[config.mk]
export PLATFORM = sky130hd
export DESIGN_NAME = mult_accumulator
export DESIGN_NICKNAME = d
export VERILOG_FILES = /design/src/rtl/mult_accumulator.sv
export SDC_FILE = /design/constraint.sdc
export NUM_CORES = 1
export LEC_CHECK = 0
export ABC_AREA = 1
export ABC_CLOCK_PERIOD_IN_PS = 1700
export CORE_MARGIN = 4
export CORE_UTILIZATION = 48
export DETAILED_ROUTE_END_ITERATION = 16
export GPL_ROUTABILITY_DRIVEN = 1
export PLACE_DENSITY = 0.75
export SLEW_MARGIN = 10
export SYNTH_ARGS = -nofsm -noshare
export SYNTH_HDL_FRONTEND = slang
export SYNTH_SLANG_ARGS = --single-unit
[constraint.sdc]
create_clock -name clk -period 1.7 [get_ports clk]
set_input_delay 0.51 -clock clk [delete_from_list [all_inputs] [get_ports clk]]
set_output_delay 0.51 -clock clk [all_outputs]
set_load 0.02 [all_outputs]
[src/rtl/mult_accumulator.sv]
// Operand sequencer and dot-product accumulator wrapped around a
// 4-bit sequential multiplier, with a watchdog on the multiplier's stop.
module mult_accumulator #(
  parameter int N_TERMS = 4,
  parameter int ACC_W   = 12,
  parameter int TIMEOUT = 32
) (
  input  logic             clk,
  input  logic             rst,
  input  logic             in_valid,
  output logic             in_ready,
  input  logic [3:0]       a,
  input  logic [3:0]       b,
  output logic [3:0]       mul_x,
  output logic [3:0]       mul_y,
  output logic             mul_start,
  input  logic             mul_stop,
  input  logic [7:0]       mul_p,
  output logic [ACC_W-1:0] sum,
  output logic             sum_valid,
  output logic             err
);

  localparam int CW = $clog2(N_TERMS + 1);

  localparam logic [CW-1:0] LAST     = CW'(N_TERMS - 1);
  localparam logic [7:0]    TMO_LAST = 8'(TIMEOUT - 1);

  localparam logic [2:0] S_IDLE  = 3'd0;
  localparam logic [2:0] S_START = 3'd1;
  localparam logic [2:0] S_WAIT  = 3'd2;
  localparam logic [2:0] S_ACC   = 3'd3;
  localparam logic [2:0] S_DONE  = 3'd4;

  logic [2:0]       state_q, state_d;
  logic [3:0]       x_q, x_d;
  logic [3:0]       y_q, y_d;
  logic [7:0]       p_q, p_d;
  logic [ACC_W-1:0] acc_q, acc_d;
  logic [ACC_W-1:0] sum_q, sum_d;
  logic [CW-1:0]    cnt_q, cnt_d;
  logic [7:0]       tmo_q, tmo_d;
  logic             err_q, err_d;
  logic [ACC_W-1:0] acc_add;
  logic             tmo_hit;

  assign acc_add = acc_q + ACC_W'(p_q);

  // A late stop in the last watchdog cycle still wins over the abort.
  assign tmo_hit = (state_q == S_WAIT) && !mul_stop &&
                   (tmo_q == TMO_LAST);

  always_comb begin
    state_d = state_q;
    x_d     = x_q;
    y_d     = y_q;
    p_d     = p_q;
    acc_d   = acc_q;
    sum_d   = sum_q;
    cnt_d   = cnt_q;
    tmo_d   = tmo_q;
    err_d   = err_q;
    unique case (state_q)
      S_IDLE: begin
        if (in_valid) begin
          x_d     = a;
          y_d     = b;
          err_d   = 1'b0;
          state_d = S_START;
          if (cnt_q == '0) acc_d = '0;
        end
      end
      S_START: begin
        tmo_d   = 8'd0;
        state_d = S_WAIT;
      end
      S_WAIT: begin
        if (mul_stop) begin
          p_d     = mul_p;
          state_d = S_ACC;
        end else if (tmo_hit) begin
          err_d   = 1'b1;
          acc_d   = '0;
          cnt_d   = '0;
          state_d = S_IDLE;
        end else begin
          tmo_d = tmo_q + 8'd1;
        end
      end
      S_ACC: begin
        acc_d = acc_add;
        if (cnt_q == LAST) begin
          cnt_d   = '0;
          sum_d   = acc_add;
          state_d = S_DONE;
        end else begin
          cnt_d   = cnt_q + 1'b1;
          state_d = S_IDLE;
        end
      end
      S_DONE: begin
        state_d = S_IDLE;
      end
      default: begin
        state_d = S_IDLE;
      end
    endcase
  end

  always_ff @(posedge clk) begin
    if (rst) begin
      state_q <= S_IDLE;
      x_q     <= '0;
      y_q     <= '0;
      p_q     <= '0;
      acc_q   <= '0;
      sum_q   <= '0;
      cnt_q   <= '0;
      tmo_q   <= '0;
      err_q   <= 1'b0;
    end else begin
      state_q <= state_d;
      x_q     <= x_d;
      y_q     <= y_d;
      p_q     <= p_d;
      acc_q   <= acc_d;
      sum_q   <= sum_d;
      cnt_q   <= cnt_d;
      tmo_q   <= tmo_d;
      err_q   <= err_d;
    end
  end

  assign in_ready  = (state_q == S_IDLE);
  assign mul_start = (state_q == S_START);
  assign sum_valid = (state_q == S_DONE);
  assign mul_x     = x_q;
  assign mul_y     = y_q;
  assign sum       = sum_q;
  assign err       = err_q | tmo_hit;

endmodule

# Yosys cells after proc, flatten, opt, wreduce, memory -nomap -nowiden
# Index checks and enable logic that the tools add are counted.
# Widths: inputs -> output; s select.
[word_totals]
register_bits = 55
wordCells = 62
[classes]
add_sub_neg = 3
n_eq_ne = 12
mux = 20
bitwise = 1
reduce_logical = 17
[op_table]
columns = ["op", "n"]
rows = [
  ["$mux 12", 4],
  ["$pmux 12 s3", 1],
  ["$mux 3", 6],
  ["$mux 8", 2],
  ["$pmux 8 s2", 1],
  ["$add 12x8->12", 1],
  ["$pmux 3 s4", 1],
  ["$eq 3x2->1 const B", 3],
  ["$add 8x1->8 const B", 1],
  ["$eq 8x5->1 const B", 1],
  ["$ne 2x2->1 const B", 4],
  ["$reduce_and 2->1", 4],
  ["$logic_not 3->1", 2],
  ["$pmux 3 s2", 1],
  ["$reduce_and 3->1", 2],
  ["$reduce_bool 2->1", 3],
  ["$reduce_and 5->1", 1],
  ["$reduce_and 4->1", 1],
  ["$add 3x1->3 const B", 1],
  ["$eq 3x1->1 const B", 1],
  ["$eq 3x3->1 const B", 1],
  ["$mux 1", 3],
  ["$ne 3x3->1 const B", 1],
  ["$reduce_bool 3->1", 1],
  ["other kinds (5)", 6],
]

# Depth between registers and ports, before layout
[depth]
ltp_word = 6
depth_mapped = 12
mapped_depth_nobuf = 12

# Least setup slack after synthesis
# OpenSTA, ideal clock, no wires.
[synth_path]
path_kind = "reg2reg"
start = "register state_q[0]"
end = "register tmo_q[1]"
arrival_time_ps = 1544
required_time_ps = 1583
setup_slack_ps = 38
stages_incl_launch_ff = 9
path_buffers = 1
path_cell_list = "dfxtp_1 > inv_4 > nor3_1 > inv_1 > nand2_1 > buf_4 > inv_2 > a21oi_1 > nor2_1"
[synth_between]
elab_cells_between_ends = 9
[synth_rtl]
columns = ["element", "line", "rtl"]
rows = [
  ["start, declared", "35", "logic [2:0] state_q, state_d;"],
  ["start signal, assigned", "122", "state_q <= state_d;"],
  ["$eq 3x1->1 *", "-", ""],
  ["net mul_start", "16", "output logic mul_start,"],
  ["$reduce_bool 2->1 (no source line)", "-", ""],
  ["$reduce_and 3->1 (no source line)", "-", ""],
  ["end signal, assigned", "129", "tmo_q <= tmo_d;"],
  ["end, declared", "42", "logic [7:0] tmo_q, tmo_d;"],
]
# Mark *: on every way through the listed nets, which the timed path passes. The rest lies on a longest branch.
# A chain may end at the register's enable or synchronous reset.

# Final worst setup path
[layout_path]
start = "input port mul_stop"
end = "output port err"
[layout_between]
elab_chain_len = 4
[layout_rtl]
columns = ["element", "line", "rtl"]
rows = [
  ["start, declared", "17", "input logic mul_stop,"],
  ["$logic_not 1->1", "50", "assign tmo_hit = (state_q == S_WAIT) && !mul_stop &&"],
  ["$logic_and 1x1->1 (2 in a row)", "50", ""],
  ["$or 1x1->1", "140", "assign err = err_q | tmo_hit;"],
  ["end, declared", "21", "output logic err"],
]
# Every way passes these cells.

==> impl_metrics.json <==
{
  "run_status": "complete, but fails checks",
  "failed_checks": "negative setup slack",
  "diodes": 0,
  "rsz_0062_raised_after_global_routing": "true",
  "cts.htree.levels": 2,
  "timing_max_transition_violations_final": 0,
  "clock_latency_ns": 0.31,
  "sequential_fraction_of_the_synthesis_area_pct": 39.1,
  "period_share_pct": 110,
  "gp_routability_congestion": 0.952,
  "crit_top_cell": "nand2_1",
  "critical_path.n_buffers_inverters": 2,
  "worst_slack_ns": -0.175,
  "worst_r2r_endpoint": "sum[8]",
  "setup_violators_final": 1,
  "hold_violations": 0,
  "synthCells": 405,
  "clockRootBuffer": "clkbuf_8",
  "crit_fanout": 2,
  "post_synth_fa_ha_maj_area_fraction_pct": 5.59,
  "grt_antenna_before_repair": 0,
  "category_of_the_worst_setup_path_capture_point": "output port",
  "worst_rel_slew_slack_pct": 71.6,
  "hold_class": "flop to flop",
  "route.detailed.vias_per_inst": 5.14,
  "power_density_nw_per_um2": 823,
  "seq_area_um2": 1110,
  "netlist-cell-type-count": 36,
  "min-delay-start": "cnt_q[2]",
  "drtAntennaViolNets": 0,
  "grt_first_pass_wirelength_mm": 12.6,
  "drtIter0Drc": 154,
  "post_place_cell_area_um2": 3630,
  "tritoncts.num_buffers": 5,
  "ys_top_cells_by_area": "dfxtp_1 (39%), nand2_1 (16%), inv_1 (5.9%), nor2_1 (5.6%), a21oi_1 (5.5%)",
  "final.fill_count": 456,
  "worst_r2r_path_depth": 10,
  "totalWireLength_mm": 7.67,
  "floorplan.die_area_um2": 7160,
  "clock_tree.buffer_depth": 2,
  "syn_to_final_growth_pct": 43.4,
  "gr-total-overflow": 0,
  "post_synth_xor_area_fraction_pct": 1.55,
  "netlist_area_um2": 2820,
  "num_io_pins": 44,
  "mappedNetlistNets": 437,
  "finalClockSkew_ns": 0.0118,
  "maximum_number_of_pins_on_one_net_before_global_route_repair": 21,
  "worstPathArrival_ns": 1.36,
  "dominant_delay_contributor_by_cell_family_on_the_critical_path": "buffers and inverters",
  "synth.yosys.warnings": 0,
  "worst-setup-path-type": "input pin to output port",
  "placement.setup.worst_slack_ns": -0.683,
  "critical_path.cell_chain": "clkdlybuf4s50_1, nor2_2, nand2_1, nand2_1, buf_6",
  "floorplan.rows": 27,
  "core_region_area_um2": 5610,
  "synth_top_area_share_pct": 39.1,
  "startpoint_type": "input pin",
  "crit_path_max_cell_delay_ns": 0.45,
  "fin_hold_ws_ns": 0.465,
  "most_common_library_cell_in_the_layout_ignoring_fill_and_taps": "nand2_1",
  "fin_nets": 526,
  "most-common-layout-cells": "nand2_1 (107), buf_4 (48), dfxtp_1 (47), inv_1 (42), nor2_1 (36)",
  "top_cell_type_by_total_area_after_synthesis": "dfxtp_1",
  "finalCriticalPeriod_ns": 1.87,
  "clk_pin_slew_worst_paths_ns": 0.09,
  "simple_gate_area_share_of_the_yosys_netlist_pct": 32.4,
  "crit_slowest_cell": "clkdlybuf4s50_1",
  "die_height_um": 84.6,
  "setup-tns-final_ns": -0.175,
  "timing.rr.start": "p_q[0]",
  "port_buffers": 43,
  "hpwl_mm": 5.32,
  "drc": 0,
  "drive_above_1_share_pct": 25.3,
  "synth_seq_cells": 55,
  "cap_violations": 0,
  "cts_tree": "yes",
  "finalInstanceArea_um2": 4040,
  "syn_area_per_cell_um2": 6.96,
  "global_route.usage.total_pct": 20.9,
  "worst_hold_path.endpoint": "cnt_q[2]",
  "dr_total_vias": 2912,
  "synth-compound-area-share_pct": 12.5,
  "grt_pass1_vias": 2881,
  "r2r_setup_slack_ns": 0.08,
  "cp_data_required_time_ns": 1.19,
  "area_taken_by_multi_input_logic_gates_um2": 1700,
  "post_synth_mux_area_share_pct": 0,
  "fmax_ghz": 0.533,
  "initial_standard_cell_utilization_of_the_core_pct": 50.3,
  "peak_supply_drop_uv": 555,
  "tightestPinTransition_ns": 0.422,
  "timing.hold.worst_path_depth": 2,
  "total_leakage_power_nw": 1.90,
  "detail_route.wl_per_cell_um": 13.5,
  "synthFlopType": "dfxtp_1",
  "clock-sinks": 55,
  "drt_first_pass_iters": 4,
  "dominant_combinational_cell_family_by_area_after_synthesis": "simple AND/OR/NAND/NOR gates",
  "synth_async_sr_flop_share_pct": 0,
  "synth_enable_flop_cells": 0,
  "die-width_um": 84.6,
  "cts_hold_buf": 0
}
cells in the mapped netlist, drive strengths merged (5+ instances only):
cell type	count
o21ai	19
nor2	45
a21oi	32
ha	11
nand2	120
nand4	7
buf	5
clkbuf	5
dfxtp	55
nand3	30
inv	48
flip-flops by register name (all words and copies together) (netlist names):
register  flops
acc_q        12
mul_x         4
err_q         1
state_q       3
mul_y         4
cnt_q         3
tmo_q         8
p_q           8
sum          12
cell families (layout without fill, tap and decap cells):
kind of cell | after synthesis | after routing
AOI/OAI and AO/OA | 63 | 63
xor gates and xnor gates | 5 | 5
adders and majority gates | 12 | 12
buffers and inverters | 60 | 150
DFF | 55 | 55
and+or+nand+nor | 210 | 210
worst reg2reg max path: cells and delay by family, from the launching register on:
| family | cells | cell delay (ns) |
|---|---|---|
| and+or+nand+nor | 6 | 0.52 |
| adders and majority gates | 2 | 0.51 |
| DFF | 1 | 0.35 |
| AOI/OAI and AO/OA | 1 | 0.09 |
| buffers and inverters | 1 | 0.06 |
where the power goes:
part           switching [mW]  leakage, nW  total [mW]  internal, mW
Sequential             0.0567        0.450        1.42          1.36
Combinational           0.468         1.38       0.888         0.419
Clock                   0.436       0.0654        1.02         0.589
area by class of cell:
cell class | count | share of cell area, %
clock buffer | 6 | 1.80
clock inverter | 2 | 1.49
inverter | 50 | 4.74
multi-input combinational | 290 | 42.1
sequential | 55 | 27.5
tap | 72 | 2.23
timing repair buffer | 92 | 20.1
metal layers:
layer  vias to the layer above  part of all wire, %  global-route usage, %
met5                         -                    0                      0
met4                         0                  3.1                   6.47
met3                        24                  4.3                   4.81
met2                        74                   51                   38.5
met1                      1343                   41                   23.6
li1                       1471                    -                      -
per-stage QoR:
| step | util [%] | instances | total power [mW] |
|---|---|---|---|
| floorplan | - | 405 | 1.84 |
| finish | 72.1 | 567 | 3.33 |
| CTS | 67.7 | 564 | 3.23 |
| global route | 72.1 | 567 | 3.50 |
| detailed placement | 64.7 | 553 | 2.22 |
| global placement | 64.7 | 553 | 2.21 |
how the worst max path moves through the flow:
stage,cells after the start,endpoint,from
2_1_floorplan,8,tmo_q[1],state_q[0]
3_3_place_gp,5,err,mul_stop
3_5_place_dp,5,err,mul_stop
4_1_cts,8,err,tmo_q[1]
5_1_grt,8,err,tmo_q[0]
6_report,5,err,mul_stop
repair_timing:
action                                  4_1_cts  5_1_grt
endpoints found under the setup margin       29       33
buffers inserted                              3        3
gates cloned                                  0        1
gates resized for setup                      57       49
pin swaps                                     6        7
Power figures use the tool's default switching activity.
